<file path="src/rtl/adder_stim_gen.sv">
// adder_stim_gen: packetised operand stimulus for adder energy characterisation.
// Each payload flit flips a TOGGLE_W-bit window of the 2N-bit word. The window
// rotates through the word, wrapping from the top bit back to bit 0.
// Optional build macro ADDER_STIM_TOGGLE_CNT_EN enables the saturating toggle
// counter. Without the macro, toggle_cnt reads as zero.
module adder_stim_gen #(
    parameter int N        = 21,
    parameter int PAYLOAD  = 20,
    parameter int GAP      = 7,
    parameter int NUM_PKT  = 10,
    parameter int TOGGLE_W = 10
) (
    input  logic          clk,
    input  logic          rst_n,
    input  logic          start,
    output logic [N-1:0]  input1,
    output logic [N-1:0]  input2,
    output logic          valid,
    output logic          busy,
    output logic          done,
    output logic [15:0]   pkt_cnt,
    output logic [31:0]   toggle_cnt
);

    // state | meaning
    // IDLE  | after reset, waiting for start
    // SEND  | emitting one payload flit per cycle
    // GAP   | idle cycles between packets, word held
    // DONE  | run complete, word held, start restarts
    typedef enum logic [1:0] {S_IDLE, S_SEND, S_GAP, S_DONE} state_t;

    localparam int W2 = 2 * N;
    localparam int OW = (W2 > 1) ? $clog2(W2) : 1;
    localparam int FW = (PAYLOAD > 1) ? $clog2(PAYLOAD) : 1;
    localparam int GW = (GAP > 1) ? $clog2(GAP) : 1;

    localparam logic [W2-1:0] BASE = {W2{1'b1}} >> (W2 - TOGGLE_W);
    localparam logic [OW:0]   W2_V = (OW + 1)'(W2);
    localparam logic [OW:0]   TW_V = (OW + 1)'(TOGGLE_W % W2);

    state_t          state_q;
    logic [W2-1:0]   word_q, word_d, mask_d;
    logic [OW-1:0]   offset_q, offset_d;
    logic [OW:0]     off_sum;
    logic [FW-1:0]   flit_cnt_q;
    logic [GW-1:0]   gap_cnt_q;
    logic            valid_q, busy_q, done_q;
    logic [15:0]     pkt_cnt_q;
    logic [31:0]     toggle_cnt_q, toggle_cnt_d;
    logic            restart;

    // Next word: XOR in the rotated window and advance the offset modulo 2N.
    always_comb begin
        mask_d   = (BASE << offset_q) | (BASE >> (W2 - int'(offset_q)));
        word_d   = word_q ^ mask_d;
        off_sum  = {1'b0, offset_q} + TW_V;
        offset_d = (off_sum >= W2_V) ? OW'(off_sum - W2_V) : OW'(off_sum);
    end

`ifdef ADDER_STIM_TOGGLE_CNT_EN
    logic [31:0] pop;
    logic [32:0] tsum;
    // Saturating accumulation of bits flipped by the current flit.
    always_comb begin
        pop          = 32'($countones(word_d ^ word_q));
        tsum         = {1'b0, toggle_cnt_q} + {1'b0, pop};
        toggle_cnt_d = tsum[32] ? 32'hFFFF_FFFF : tsum[31:0];
    end
`else
    // Feature absent: counter held at zero.
    always_comb toggle_cnt_d = '0;
`endif

    // A start is taken in IDLE, or in DONE once done is showing (busy low).
    always_comb restart = start && ((state_q == S_IDLE) || (state_q == S_DONE && done_q));

    // Sequencer with registered outputs.
    always_ff @(posedge clk or negedge rst_n) begin
        if (!rst_n) begin
            state_q      <= S_IDLE;
            word_q       <= '0;
            offset_q     <= '0;
            flit_cnt_q   <= '0;
            gap_cnt_q    <= '0;
            valid_q      <= 1'b0;
            busy_q       <= 1'b0;
            done_q       <= 1'b0;
            pkt_cnt_q    <= '0;
            toggle_cnt_q <= '0;
        end else begin
            case (state_q)
                S_IDLE, S_DONE: begin
                    valid_q <= 1'b0;
                    if (restart) begin
                        word_q       <= '0;
                        offset_q     <= '0;
                        flit_cnt_q   <= FW'(PAYLOAD - 1);
                        pkt_cnt_q    <= '0;
                        toggle_cnt_q <= '0;
                        busy_q       <= 1'b1;
                        done_q       <= 1'b0;
                        state_q      <= S_SEND;
                    end else if (state_q == S_DONE) begin
                        // First DONE cycle follows the last flit, so done rises here.
                        busy_q <= 1'b0;
                        done_q <= 1'b1;
                    end
                end
                S_SEND: begin
                    word_q       <= word_d;
                    offset_q     <= offset_d;
                    valid_q      <= 1'b1;
                    toggle_cnt_q <= toggle_cnt_d;
                    if (flit_cnt_q == '0) begin
                        flit_cnt_q <= FW'(PAYLOAD - 1);
                        pkt_cnt_q  <= pkt_cnt_q + 16'd1;
                        if (pkt_cnt_q == 16'(NUM_PKT - 1)) begin
                            state_q <= S_DONE;
                        end else if (GAP > 0) begin
                            gap_cnt_q <= GW'(GAP - 1);
                            state_q   <= S_GAP;
                        end
                    end else begin
                        flit_cnt_q <= flit_cnt_q - FW'(1);
                    end
                end
                S_GAP: begin
                    valid_q <= 1'b0;
                    if (gap_cnt_q == '0) begin
                        state_q <= S_SEND;
                    end else begin
                        gap_cnt_q <= gap_cnt_q - GW'(1);
                    end
                end
                default: state_q <= S_IDLE;
            endcase
        end
    end

    assign input1     = word_q[N-1:0];
    assign input2     = word_q[W2-1:N];
    assign valid      = valid_q;
    assign busy       = busy_q;
    assign done       = done_q;
    assign pkt_cnt    = pkt_cnt_q;
    assign toggle_cnt = toggle_cnt_q;

endmodule

</file>
<file path="config.mk">
export PLATFORM = sky130hd
export DESIGN_NAME = adder_stim_gen
export DESIGN_NICKNAME = d
export VERILOG_FILES = /design/src/rtl/adder_stim_gen.sv
export SDC_FILE = /design/constraint.sdc
export NUM_CORES = 1
export LEC_CHECK = 0
export ABC_CLOCK_PERIOD_IN_PS = 6000
export BUFFER_PORTS_ARGS = -buffer_cell sky130_fd_sc_hd__clkbuf_2
export CORE_ASPECT_RATIO = 0.7
export CORE_MARGIN = 2
export CORE_UTILIZATION = 30
export CTS_CLUSTER_DIAMETER = 50
export DETAILED_ROUTE_END_ITERATION = 8
export SYNTH_ARGS = -nofsm -noshare
export SYNTH_HDL_FRONTEND = slang
export SYNTH_SLANG_ARGS = --single-unit
export TNS_END_PERCENT = 5
</file>
<file path="constraint.sdc">
create_clock -name clk -period 6 [get_ports clk]
set_clock_uncertainty 0.05 [all_clocks]
set_input_delay 1.8 -clock clk [delete_from_list [all_inputs] [get_ports clk]]
set_output_delay 1.8 -clock clk [all_outputs]
set_load 0.01 [all_outputs]
</file>
==> impl_results.md <==
- Launch point of the worst reg-to-reg path: offset_q[3]
- Max stage delay on crit path: between 600 and 700 ps
- Critical Path RT: 6180 ps
- RSZ-0062 raised after global routing: false
- Port Buffers: 63
- Fmax: 302.3 MHz
- H-tree Lvls: 3
- Setup Buffers After CTS: 0
- CTS resizes: 0
- Drt pass-1 iters: 5
- Setup crit start: start
- Drt initial violations: 351
- Clk buf depth: 2
- Hold_buf cts: 0
- Rows: 39
- FFs w/ async S/R, synth: 1.000
- Global Route Usage Sum: 0.1499
- Die Span X: 158.6 um
- Area delta synth->final: 14.66%
- Top delay family on crit path: simple AND/OR/NAND/NOR gates
- Post-synthesis simple-gate area fraction: 0.2227
- Stages on worst setup path: 6
- Syn. warnings: 0
- CTS buffer count: 9
- Routability cong.: 0.8110
- Tmin final: 3308 ps
- Avg Inst Size Synth: 8.928 um^2
- Die H: 112.2 um
- CP bufs+invs: 2
- Root Driver: clkbuf_16
- Final Cycle Share: 0.5514
- CTS tree: built
- Crit path kind: primary input to flop
- Drt via density: 4.948
- Register area share after synthesis: 0.3791
- Post-DP HPWL: 8.786 mm
- Yosys top cell by area: dfrtp_1
- Layout cells sized above 1: 0.1734
- Mapped Area: ~0.005 mm^2
- Via count: 4166
- CP Launch Type: primary input
- CP endpoint kind: flop
- Top-Level Pins: 96
- Post-synthesis compound-gate area fraction: 0.1603
- Setup TNS Final: 0 ps
- PwrDens: 555.5 mW/mm^2
- Most used cell, CP: nor2_1
- Worst r2r path cells: 7
- First-pass GRT wire length: 21.09 mm
- FF+latch count, synth: 76
- Nets@finish: 633
- Distinct cells, synth: 70
- Max-cap violations: 0
- Slew margin rel.: 0.3397
- Top-area cell type share of the netlist area: 0.3791
- Vias in the first global route: between 3000 and 4000
- Clock slew seen by the registers of the worst setup and hold paths: 70 ps
- Internal reg-to-reg setup slack: around 2900 ps
- Detail Route Antenna Nets: 0
- DR WL/cell: 15.20 um
- Worst-Margin Slew: 990.4 ps
- Post-Synthesis Cells: 562
- Synth area leaders: dfrtp_1, nor2_1, buf_4
- Starting Density: 0.3069
- Main synth FF type: dfrtp_1
- Top cells by count, synth: dfrtp_1, nor2_1, nand2_1
- Status: finished, final reports clean
- CP arrival: roughly 3500 ps
- Max stage delay cell, worst path: nor2_2
- Antenna diodes: 0
- XOR/XNOR Fraction of Synth Area: 0.05935
- CP max FO: 19
- Peak VDD IR: 0.0003418 V
- Die area: 0.01779 mm^2
- Cell-by-cell trace of the critical path: clkbuf_2 -> nor2_1 -> or3_2 -> nor2_2 -> buf_4 -> nor2_1
- Total power: 3.196 mW
- Setup crit end: word_q[24]
- RR Endpoint: offset_q[3]
- Setup Viol. Count Final: 0
- Initial antenna violation count: 0
- Fillers: 1694
- Cell with the most instances after synthesis: dfrtp_1
- Fin. Hold Viols: 0
- Slew Limit Fails: 0
- Hold WC Path Type: flop to flop
- Clock Latency Late Sink: 340 ps
- Static leakage: 2.582 nW
- Overflow after GRT: 0
- DRC Markers: 0
- Synth Area in Adders: 0.04489
- Largest net degree at the start of global routing: 77
- Multiplexer share of the synthesized area: 0.03641
- Sink Count: 76
- CORE AREA: 0.01635 mm^2
- Number of synthesized flops with an enable pin: 0
- WL final: 12.80 mm
- Largest family of logic cells by synthesized area: simple AND/OR/NAND/NOR gates
worst min path at each step:
stage / start / to / slack (ps) / cells past startpoint
floorplan: flit_cnt_q[0] / flit_cnt_q[0] / 430 / 1
detailed placement: busy / busy / 420 / 1
global placement: busy / busy / 410 / 1
finish: busy / busy / 430 / 1
global route: busy / busy / 440 / 1
CTS: busy / busy / 430 / 1
state kept, by name, indices dropped and copies added (netlist names), 2 cells and up:
signal      cells
flit_cnt_q      5
gap_cnt_q       3
offset_q        5
pkt_cnt        16
state_q         2
word_q         42
routing by layer:
layer | vias to the layer above | share of wire | global-route usage
met5 | - | 0 | 0
met4 | 0 | 0.0099 | 0.04084
li1 | 2035 | - | -
met1 | 2008 | 0.54 | 0.2467
met2 | 111 | 0.39 | 0.1859
met3 | 12 | 0.058 | 0.03822
logic make-up after synthesis:
family / after synthesis
muxes: 18
and+or+nand+nor: 209
adders and majority gates: 18
xor gates and xnor gates: 34
DFF: 76
other: 2
buffers and inverters: 86
AOI/OAI and AO/OA: 119
power breakdown:
| part | leakage [nW] | internal (mW) | total, mW | switching (mW) |
|---|---|---|---|---|
| Sequential | 0.993 | 0.670 | 0.829 | 0.159 |
| Combinational | 1.42 | 0.625 | 1.72 | 1.09 |
| Clock | 0.172 | 0.410 | 0.647 | 0.237 |
| Total | 2.58 | 1.71 | 3.20 | 1.49 |
final cells by class:
class	count	area (um^2)	area share
clock buffers	9	225.2	0.03915
clock inverters	7	123.9	0.02153
inverters	21	78.83	0.01370
multi-input cells	432	2756	0.4791
flip-flops and latches	76	1902	0.3306
well taps	225	281.5	0.04893
repair buffers	72	385.4	0.06699
metrics by stage:
stage | instances | area [um^2] | setup WS [ps] | hold WS (ps) | util
floorplan | 594 | 5137 | 2884 | 429.8 | -
global placement | 826 | 5404 | 2345 | 414.5 | 0.3306
detailed placement | 826 | 5404 | 2307 | 419.3 | 0.3306
CTS | 842 | 5753 | 2686 | 432.9 | 0.3519
global route | 842 | 5753 | 2532 | 444.1 | 0.3519
finish | 842 | 5753 | 2692 | 425.4 | 0.3519
worst reg2reg max path: stages, from the launching register on:
cell,delay (ps)
dfrtp_1,920
inv_1,450
ha_1,460
inv_1,160
a211oi_1,150
a2111oi_0,510
xnor2_1,190
o22ai_1,80
cells in the final DEF, fill, tap and decap left out, types with 7 or more instances in the layout:
cell type and instances:
mux2i_1 16, ha_1 18, buf_4 10, clkbuf_16 9
nand3_1 16, clkbuf_2 62, xor2_1 8, nor3_1 20
or3_1 8, a22o_1 8, nor2_1 65, conb_1 34
nand2_1 38, a21oi_1 23, nor4_1 12, inv_1 20
dfrtp_1 76, nor2b_1 7, xnor2_1 26, o21ai_0 28
Note: power is estimated with default switching activity, not from simulation.
